## src/rtl/uart_rx_bit_sampler.sv

```systemverilog
// uart_rx_bit_sampler
//   Oversampling front end for a UART receiver. The raw serial line is
//   synchronised into the sampler clock domain. Each group of OVERSAMPLE
//   consecutive samples is majority-voted into one bit. Status flags report
//   noisy windows, the polarity of the first window (start bit check), and
//   long runs of zero windows (line break).
//
// Parameters
//   OVERSAMPLE    samples per bit window (3..16)
//   SYNC_STAGES   synchroniser depth on RxWire (2..4)
//   BREAK_WINDOWS consecutive 0-vote windows that flag a break (1..15)
//
// Ports
//   RxSamplerClockEnable  in   sampler clock, rising edge
//   RxSamplerReset        in   asynchronous reset, active low
//   RxWire                in   raw serial line (asynchronous)
//   BitValue              out  majority level of the last completed window
//   BitReady              out  one-cycle pulse after each completed window
//   BitNoise              out  last completed window was not unanimous
//   StartValid            out  sticky: first window after reset voted 0
//   StartError            out  sticky: first window after reset voted 1
//   BreakDetect           out  sticky: BREAK_WINDOWS zero windows in a row
//   BitCount              out  completed windows since reset, saturates at 15
module uart_rx_bit_sampler #(
  parameter int OVERSAMPLE    = 3,
  parameter int SYNC_STAGES   = 2,
  parameter int BREAK_WINDOWS = 10
) (
  input  logic       RxSamplerClockEnable,
  input  logic       RxSamplerReset,
  input  logic       RxWire,
  output logic       BitValue,
  output logic       BitReady,
  output logic       BitNoise,
  output logic       StartValid,
  output logic       StartError,
  output logic       BreakDetect,
  output logic [3:0] BitCount
);

  localparam int PW = $clog2(OVERSAMPLE);

  logic [SYNC_STAGES-1:0] syncChain;
  logic                   syncOut;
  logic [OVERSAMPLE-1:0]  window;
  logic [PW-1:0]          phase;
  logic [4:0]             onesCnt;
  logic [4:0]             onesNext;
  logic [5:0]             twiceOnes;
  logic [3:0]             zeroRun;
  logic [3:0]             zeroRunNext;
  logic                   windowDone;
  logic                   vote;
  logic                   noise;
  logic                   firstSeen;

  assign syncOut = syncChain[SYNC_STAGES-1];

  // onesCnt tracks the popcount of the window register. Each edge the new
  // sample enters and the oldest (MSB) leaves, so the count after the shift
  // is available without a full adder tree. Width 5 covers OVERSAMPLE=16.
  assign onesNext   = onesCnt + {4'b0, syncOut} - {4'b0, window[OVERSAMPLE-1]};
  assign twiceOnes  = {onesNext, 1'b0};
  assign windowDone = (phase == PW'(OVERSAMPLE - 1));

  // Ties on even OVERSAMPLE go to 1, the idle line level.
  assign vote  = (twiceOnes >= 6'(OVERSAMPLE));
  assign noise = (onesNext != 5'd0) && (onesNext != 5'(OVERSAMPLE));

  assign zeroRunNext = vote ? 4'd0 :
                       (zeroRun == 4'd15) ? 4'd15 : zeroRun + 4'd1;

  assign firstSeen = StartValid | StartError;

  // Synchroniser, sample window, running popcount and phase.
  always_ff @(posedge RxSamplerClockEnable or negedge RxSamplerReset) begin
    if (!RxSamplerReset) begin
      syncChain <= '0;
      window    <= '0;
      onesCnt   <= '0;
      phase     <= '0;
    end else begin
      syncChain <= {syncChain[SYNC_STAGES-2:0], RxWire};
      window    <= {window[OVERSAMPLE-2:0], syncOut};
      onesCnt   <= onesNext;
      phase     <= windowDone ? '0 : phase + PW'(1);
    end
  end

  // Per-window results; held stable between completions.
  always_ff @(posedge RxSamplerClockEnable or negedge RxSamplerReset) begin
    if (!RxSamplerReset) begin
      BitReady <= 1'b0;
      BitValue <= 1'b1;
      BitNoise <= 1'b0;
      BitCount <= 4'd0;
    end else begin
      BitReady <= windowDone;
      if (windowDone) begin
        BitValue <= vote;
        BitNoise <= noise;
        if (BitCount != 4'd15) BitCount <= BitCount + 4'd1;
      end
    end
  end

  // Sticky status: start polarity of the first window and line break.
  always_ff @(posedge RxSamplerClockEnable or negedge RxSamplerReset) begin
    if (!RxSamplerReset) begin
      StartValid  <= 1'b0;
      StartError  <= 1'b0;
      BreakDetect <= 1'b0;
      zeroRun     <= 4'd0;
    end else if (windowDone) begin
      zeroRun <= zeroRunNext;
      if (zeroRunNext >= 4'(BREAK_WINDOWS)) BreakDetect <= 1'b1;
      if (!firstSeen) begin
        StartValid <= ~vote;
        StartError <= vote;
      end
    end
  end

endmodule

```

## config.mk

```make
export PLATFORM = sky130hd
export DESIGN_NAME = uart_rx_bit_sampler
export DESIGN_NICKNAME = d
export VERILOG_FILES = /design/src/rtl/uart_rx_bit_sampler.sv
export SDC_FILE = /design/constraint.sdc
export NUM_CORES = 1
export LEC_CHECK = 0
export ABC_CLOCK_PERIOD_IN_PS = 3350
export CAP_MARGIN = 20
export CORE_MARGIN = 10
export CORE_UTILIZATION = 47
export CTS_CLUSTER_DIAMETER = 200
export DETAILED_ROUTE_END_ITERATION = 16
export PLACE_DENSITY = 0.68
export SYNTH_ARGS = -nofsm -noshare
export SYNTH_HDL_FRONTEND = slang
export SYNTH_SLANG_ARGS = --single-unit
```

## constraint.sdc

```tcl
create_clock -name RxSamplerClockEnable -period 3.35 [get_ports RxSamplerClockEnable]
set_input_delay 0.67 -clock RxSamplerClockEnable [delete_from_list [all_inputs] [get_ports RxSamplerClockEnable]]
set_output_delay 0.67 -clock RxSamplerClockEnable [all_outputs]
set_load 0.02 [all_outputs]
```

# Yosys cells after proc, flatten, opt, wreduce, memory -nomap -nowiden
# Cells that the tools add are included.
dict set report op_classes {
  addsub 5
  multipliers 0
  div_mod_pow 0
  magnitude_cmp 2
  n_eq_ne 4
  n_shift 0
  muxes 3
  bitwise 3
  reduce_logical 5
}
# cell count
set op_table {}
lappend op_table {{$add 4x1->4 const B} 2}
lappend op_table {{$mux 4} 2}
lappend op_table {{$ge 6x2->1 const B} 1}
lappend op_table {{$reduce_and 2->1} 3}
lappend op_table {{$add 5x1->5} 1}
lappend op_table {{$ne 5x2->1 const B} 1}
lappend op_table {{$reduce_bool 5->1} 1}
lappend op_table {{$sub 5x1->5} 1}
lappend op_table {{$eq 4x4->1 const B} 1}
lappend op_table {{$ge 4x4->1 const B} 1}
lappend op_table {{$ne 4x4->1 const B} 1}
lappend op_table {{$add 2x1->2 const B} 1}
lappend op_table {{$eq 2x2->1 const B} 1}
lappend op_table {{$mux 2} 1}
lappend op_table {{$not 1->1} 2}
lappend op_table {{$logic_and 1x1->1} 1}
lappend op_table {{$or 1x1->1} 1}
dict set report totals {
  register_bits 26
  latchBits 0
  ramBits 0
  mem_bits_ro 0
  in_bits 3
  n_memories 0
}

# Logic depth before layout (Yosys ltp)
# Gate-level depths: netlist (run 1).
dict set report depth {
  ltp_word 6
  depth_mapped 11
  mapped_depth_nobuf 11
}

# Worst setup path after synthesis (run 1)
# Ideal clock, no wire load.
dict set report synth_path {
  kind {reg-to-reg}
  startpoint {reg window[2]}
  endpoint {reg zeroRun[0]}
  setup_time_ns 0.068
  arrival_time_ns 2.271
  t_required_ns 3.282
  setup_slack_ns 1.011
  stages_incl_launch_ff 11
  path_cell_list {dfrtp_1 -> ha_1 -> inv_1 -> ha_1 -> inv_1 -> fa_1 -> and2b_1 -> o22ai_2 -> xnor2_1 -> a311oi_4 -> a32o_1}
}
dict set report synth_via {
  elab_chain_len 3
}
# element line_no
set synth_rtl {}
lappend synth_rtl {{start, declared} 45} ;# logic [OVERSAMPLE-1:0] window;
lappend synth_rtl {{start signal, assigned} 84} ;# window <= {window[OVERSAMPLE-2:0], syncOut};
lappend synth_rtl {{$sub 5x1->5} 62} ;# assign onesNext = onesCnt + {4'b0, syncOut} - {4'b0, window[OVERSAMPLE-1]};
lappend synth_rtl {{via onesNext[4]} 48} ;# logic [4:0] onesNext;
lappend synth_rtl {{$ge 6x2->1} 67} ;# assign vote = (twiceOnes >= 6'(OVERSAMPLE));
lappend synth_rtl {{$mux 4} 70} ;# assign zeroRunNext = vote ? 4'd0 :
lappend synth_rtl {{end signal, assigned} 115} ;# zeroRun <= zeroRunNext;
lappend synth_rtl {{end, declared} 50} ;# logic [3:0] zeroRun;
# The timed path passes the listed nets, and every way through them passes these cells.
# A chain may end at the register's enable or synchronous reset.

# Worst setup path in the final report (run 1)
dict set report layout_path {
  startpoint {reg window[2]}
  endpoint {reg zeroRun[3]}
}
# The elaborated chain is that of the path after synthesis.

==> results by group, run 1 <==
Synth
  • Post-Synthesis Mean Instance Area: 11.5 um^2
  • #FFs+latches synth: 26
  • Seq/Total Area, Yosys: 54.6%
  • Synth area leaders: dfrtp_1, ha_1, inv_1
  • Simple-Gate Fraction of Synth Area: 8.70%
  • Largest family of logic cells by synthesized area: compound AO/OA/AOI/OAI gates
  • Mux contribution to synthesized area: less than 1%
  • Distinct cells, synth: 34
  • Synthesized Nets: 115
  • Yosys warns: 0
  • Main flop type after synthesis: dfrtp_1
  • FFs w/ async S/R, synth: 100%
  • Adder-Cell Fraction of Synth Area: 9.01%
  • XOR/XNOR Fraction of Synth Area: 3.67%
  • Post-Syn Instances: 104
  • Post-synth EDFFs: 0
  • Synth top area share: a little over half
  • Post-synth top area cell: dfrtp_1
  • Synth Area in Compound Gates: 18.0%
  • Mapped Area: 0.00119 mm^2

GRT
  • First-pass GRT wire length: 3.46 mm
  • Vias in the first global route: 762
  • Congestion Overflow GR: 0
  • Largest net degree at the start of global routing: 27
  • Initial antenna violation count: 0
  • GR Util All Layers: 8.69%

Setup path
  • Reg2reg setup slack: 0.79 ns
  • WS Path Type: reg2reg
  • Critical Path RT: 3.62 ns
  • Worst path arrival time: 2.83 ns
  • Worst R2R End: zeroRun[3]$_DFFE_PN0P_
  • Worst setup SP type: register
  • R2R cell count: 10
  • CP endpoint kind: register
  • Max Fanout on Critical Path: 9
  • RR Startpoint: window[2]$_DFF_PN0_

Timing
  • Worst-Margin Slew: 0.494 ns
  • Post-layout min period: between 2 and 3 ns
  • Setup_tns: 0 ns
  • Fmax: 390 MHz
  • Hold Violations, Final: 0
  • Tcrit/Tclk final: 76.5%
  • RSZ-0062 raised after global routing: false
  • Final setup fails: 0
  • Slew Viols, Final: 0
  • Slew HR: about two thirds
  • Worst Skew: 0.00115 ns

Floorplan
  • IO Pins: 13
  • Initial Util: 48.6%
  • Die height: roughly 70 um
  • Num rows: 18
  • Die area: roughly 0.005 mm^2
  • Die X: 70.4 um
  • Core region area: 0.00245 mm^2

Layout
  • Diode count: 0
  • # fillers: 208
  • Area of the multi-input gates: 482 um^2
  • Leading cell types in the layout, fill and taps excluded: dfrtp_1, inv_1, clkdlybuf4s50_1
  • Fin nets: 131
  • Fin cells: 149
  • Share of layout cells above drive strength 1: under 10%
  • Reg area: around 650 um^2
  • Final Util: 56.5%
  • Area grow syn2layout: 16.2%
  • Most common cell after layout, fill and taps aside: dfrtp_1

CTS
  • H-Tree Depth: 1
  • CTS Buffer Depth: 2
  • Setup Fix Bufs, Post-CTS: 0
  • Clock insertion delay at the later pin of the skew report: 0.32 ns
  • Worst-path clk slew: between 0.1 and 0.15 ns
  • CTS root buf: clkbuf_4
  • Post-CTS Resized: 0
  • CTS tree: built
  • CTS sink count: 26
  • Hold-fix buffers, CTS: 0
  • Num CTS Buffers: 3

Detailed routing
  • Top sig layer: met4
  • Iteration-0 DRC Markers: 22
  • Number of vias per cell: ~5.4
  • Vias: 810
  • Met1 WL: 907 um
  • Routed Antenna Nets: 0
  • DRT Wirelength: 2.06 mm
  • Pre-antenna DRT Iters: 4
  • WL/cell: 13.8 um
  • WL met3: 141 um
  • Met2 wire length: ~960 um
  • DRC: 0

Hold path
  • Hold path endpoint: window[2]$_DFF_PN0_
  • WHS Path Cells: 0
  • Hold_sp: window[1]$_DFF_PN0_
  • Tightest Hold Check Type: reg2reg

Placement
  • Post-DP HPWL: 1.50 mm
  • IO buf count: 12
  • Inst Count DP: 145
  • RePlAce Congestion: ~0.76

Power
  • Net Sw Power: 457 uW
  • Comb power frac: between 50% and 60%
  • Leak: 0.602 nW
  • Switching Fraction: 40.0%
  • P_int: 685 uW
  • Sequential power share: 35.8%
  • Pwr Density: 823 mW/mm^2
  • Clock network power share: between 10% and 20%
  • IR drop worst, VDD: 0.470 mV

Outcome
  • Status: complete, no violations

Flow run
  • Max Cap Violations: 0
-- worst max path at each step --
stage	from	endpoint	cells past startpoint
after floorplan	window[2]$_DFF_PN0_	zeroRun[0]$_DFFE_PN0P_	10
after global placement	window[2]$_DFF_PN0_	zeroRun[3]$_DFFE_PN0P_	10
after detailed placement	window[2]$_DFF_PN0_	zeroRun[3]$_DFFE_PN0P_	10
after CTS	window[2]$_DFF_PN0_	zeroRun[3]$_DFFE_PN0P_	10
after global routing	window[2]$_DFF_PN0_	zeroRun[3]$_DFFE_PN0P_	10
final	window[2]$_DFF_PN0_	zeroRun[3]$_DFFE_PN0P_	10
-- metal layers --
layer | vias to the layer above | track usage, %
met2 | 18 | 13.6
met1 | 392 | 9.60
li1 | 396 | -
met4 | 0 | 5.26
met3 | 4 | 3.53
met5 | - | 0
-- per-stage QoR --
step / power [mW] / hold slack [ns] / cell area, um^2 / worst slack [ns]
after CTS: 1.16 / 0.368 / 1390 / 0.764
after detailed placement: 1.00 / 0.337 / 1350 / 0.791
final: 1.14 / 0.366 / 1390 / 0.786
after floorplan: 0.861 / 0.331 / 1190 / 1.01
after global routing: 1.23 / 0.375 / 1390 / 0.638
after global placement: 0.986 / 0.335 / 1350 / 0.844
-- cells in the mapped netlist, types with 2 or more instances --
| cell | instances |
|---|---|
| dfrtp_1 | 25 |
| inv_1 | 13 |
| nor2_1 | 8 |
| ha_1 | 7 |
| a21oi_1 | 5 |
| a31oi_1 | 5 |
| a32o_1 | 3 |
| nor3_1 | 3 |
| o21ai_0 | 3 |
| xnor2_1 | 3 |
| clkbuf_1 | 2 |
| nand3_1 | 2 |
| nor2b_1 | 2 |
| o31ai_1 | 2 |
| xor2_1 | 2 |
-- sequential cells by signal, indices dropped and copies added (netlist names) --
register	cells
BitCount	4
BitNoise	1
BitReady	1
BitValue	1
BreakDetect	1
StartError	1
StartValid	1
onesCnt	5
phase	2
syncChain	2
window	3
zeroRun	4
-- cells by family (layout without fill, tap and decap cells) --
group,count (synthesis),after routing
DFF,26,26
buffers and inverters,16,31
muxes,1,1
and+or+nand+nor,21,21
AOI/OAI and AO/OA,27,27
xor gates and xnor gates,5,5
adders and majority gates,8,8
-- cell type report --
| type | count | share of cell area (%) |
|---|---|---|
| multi-input combinational | 62 | 34.7 |
| sequential | 26 | 47.0 |
| inverter | 14 | 3.79 |
| tap | 30 | 2.71 |
| timing repair buffer | 13 | 9.20 |
| clock buffer | 4 | 2.61 |
-- power by group through the flow --
stage,sequential (mW),clock [mW],combinational [mW]
after floorplan,0.431,0,0.429
final,0.409,0.155,0.578
after global routing,0.420,0.177,0.636
after CTS,0.411,0.163,0.587
after global placement,0.416,0,0.570
after detailed placement,0.417,0,0.587
-- worst max-delay path, stage by stage (launching register included) --
cell and delay [ns]:
dfrtp_1 0.39, ha_1 0.28, inv_1 0.05, ha_1 0.15, inv_1 0.05, fa_1 0.36, and2b_1 0.26, o22ai_2 0.10
xnor2_1 0.17, a311oi_4 0.45, a32o_1 0.25
Note: power is estimated with default switching activity, not from simulation.
==> run 2, diff against run 1 <==
--- a/config.mk
+++ b/config.mk
@@ -5,13 +5,13 @@
 export SDC_FILE = /design/constraint.sdc
 export NUM_CORES = 1
 export LEC_CHECK = 0
-export ABC_CLOCK_PERIOD_IN_PS = 3350
+export ABC_CLOCK_PERIOD_IN_PS = 2340
 export CAP_MARGIN = 20
 export CORE_MARGIN = 10
 export CORE_UTILIZATION = 47
 export CTS_CLUSTER_DIAMETER = 200
 export DETAILED_ROUTE_END_ITERATION = 16
-export PLACE_DENSITY = 0.68
+export PLACE_DENSITY = 0.71
 export SYNTH_ARGS = -nofsm -noshare
 export SYNTH_HDL_FRONTEND = slang
 export SYNTH_SLANG_ARGS = --single-unit
==> constraint.sdc (replaced) <==
create_clock -name RxSamplerClockEnable -period 2.34 [get_ports RxSamplerClockEnable]
set_input_delay 0.468 -clock RxSamplerClockEnable [delete_from_list [all_inputs] [get_ports RxSamplerClockEnable]]
set_output_delay 0.468 -clock RxSamplerClockEnable [all_outputs]
set_load 0.02 [all_outputs]
==> results by group, run 2 (same netlist as run 1, synthesis figures left out) <==
Outcome
  • Status: finished with violations
  • Failing checks: negative setup slack

Timing
  • Fmax: 411 MHz
  • Worst-Margin Slew: approximately 0.44 ns
  • Slew HR: 70.7%
  • Tcrit/Tclk final: 104%
  • Final worst slack: -0.0960 ns
  • Post-layout min period: 2.44 ns
  • Final setup fails: 9
  • Worst Skew: 0.00401 ns
  • RSZ-0062 raised after global routing: true
  • Setup_tns: -0.683 ns
  • Slew Viols, Final: 0
  • Hold Violations, Final: 0

Layout
  • Most flops, register: onesCnt
  • # fillers: approximately 220
  • Reg area: 652 um^2
  • Fin cells: 154
  • Diode count: 0
  • Fin nets: 136
  • Share of layout cells above drive strength 1: 16.9%
  • Most common cell after layout, fill and taps aside: dfrtp_1
  • Largest register FFs: 5
  • Leading cell types in the layout, fill and taps excluded: dfrtp_1, inv_1, clkdlybuf4s50_1
  • Area of the multi-input gates: roughly 510 um^2
  • Area grow syn2layout: 21.9%
  • Largest registers: onesCnt x5, BitCount x4, zeroRun x4

CTS
  • CTS root buf: clkbuf_4
  • Num CTS Buffers: 3
  • CTS sink count: 26
  • Worst-path clk slew: 0.14 ns
  • Hold-fix buffers, CTS: 0
  • Setup Fix Bufs, Post-CTS: 0
  • H-Tree Depth: 1
  • Clock insertion delay at the later pin of the skew report: 0.33 ns
  • CTS tree: built
  • CTS Buffer Depth: 2

Detailed routing
  • Routed Antenna Nets: 0
  • Vias: approximately 830
  • Number of vias per cell: around 5.4
  • WL/cell: 14.2 um
  • Pre-antenna DRT Iters: 4
  • DRC: 0
  • DRT Wirelength: 2.19 mm
  • Iteration-0 DRC Markers: 17

Floorplan
  • Initial Util: 48.6%
  • Core region area: 0.00245 mm^2
  • Num rows: 18
  • Die X: about 70 um
  • Die area: ~0.0050 mm^2
  • Die height: 70.4 um
  • IO Pins: 13

Setup path
  • Setup crit end: StartValid$_DFFE_PN0P_
  • Reg2reg setup slack: -0.1 ns
  • Worst setup SP type: register
  • Worst path arrival time: 2.71 ns
  • CP endpoint kind: register
  • CP startpoint: window[2]$_DFF_PN0_
  • WS Path Type: reg2reg
  • Max Fanout on Critical Path: 5
  • R2R cell count: 11
  • Worst R2R End: StartValid$_DFFE_PN0P_
  • RR Startpoint: window[2]$_DFF_PN0_
  • Critical Path RT: 2.62 ns

Power
  • Leak: 0.633 nW
  • Total power: about 1.9 mW
  • IR drop worst, VDD: 0.817 mV
  • Pwr Density: between 1000 and 1500 mW/mm^2

GRT
  • First-pass GRT wire length: 3.93 mm
  • Initial antenna violation count: 0
  • Vias in the first global route: 870
  • GR Util All Layers: 9.54%
  • Largest net degree at the start of global routing: 27
  • Congestion Overflow GR: 0

Hold path
  • Tightest Hold Check Type: reg2reg

Placement
  • Post-DP HPWL: 1.53 mm
  • Inst Count DP: 149
  • Place WS: -0.169 ns
  • RePlAce Congestion: between 0.8 and 0.9
  • IO buf count: 12

Flow run
  • Max Cap Violations: 0
==> run 2: changes by cell type in the layout (fill, tap and decap cells not counted), sizes merged <==
cell and delta:
buf +5
==> run 2: worst min path at each step <==
stage                                start                      end  slack [ns]  cells after the start
finish                 window[1]$_DFF_PN0_      window[2]$_DFF_PN0_        0.37                      0
global route           window[1]$_DFF_PN0_      window[2]$_DFF_PN0_        0.39                      0
CTS                    window[1]$_DFF_PN0_      window[2]$_DFF_PN0_        0.37                      0
detailed placement     window[1]$_DFF_PN0_      window[2]$_DFF_PN0_        0.34                      0
global placement    syncChain[0]$_DFF_PN0_   syncChain[1]$_DFF_PN0_        0.33                      0
floorplan                   RxSamplerReset  BitCount[0]$_DFFE_PN0P_        0.17                      0
==> run 2: per-stage QoR <==
step                      area, um^2  hold WS (ns)  util [%]
after floorplan                 1190         0.172         -
after global placement          1380         0.332      56.3
after detailed placement        1380         0.338      56.3
after CTS                       1440         0.370      58.8
after global routing            1460         0.386      59.3
final                           1460         0.368      59.3
==> run 2: layout make-up <==
class	count	area share [%]
repair buffers	18	11.6
well taps	30	2.58
inverters	14	3.61
flip-flops and latches	26	44.8
clock buffers	4	2.49
multi-input cells	62	34.9
==> run 2: power breakdown <==
part / total (mW) / leakage [nW] / switching (mW) / internal [mW]
Combinational: 1.10 / 0.313 / 0.564 / 0.538
Sequential: 0.592 / 0.300 / 0.0543 / 0.537
Clock: 0.234 / 0.0210 / 0.138 / 0.0954
Total: 1.93 / 0.633 / 0.757 / 1.17
==> run 2: worst max-delay path, cell delays in order (launching register included) <==
cell	delay [ns]
dfrtp_1	0.39
ha_1	0.28
inv_1	0.06
ha_2	0.17
inv_2	0.04
fa_2	0.32
and2b_2	0.27
o22ai_2	0.10
xnor2_2	0.16
a311oi_4	0.26
buf_6	0.16
a41o_1	0.17
==> run 2: repair_timing <==
action                                 4_1_cts  5_1_grt
setup endpoints to repair                    9        9
pin swaps                                    1        2
gates cloned                                 1        0
resized for setup                            5        4
endpoints found under the hold margin        0        0
==> run 2: metal layers <==
metal	global-route usage (%)	up-vias	wire (um)
met4	3.95	0	36
met3	3.25	5	98
met1	11.0	404	949
met2	15.6	8	1110
met5	0	-	0
li1	-	410	-
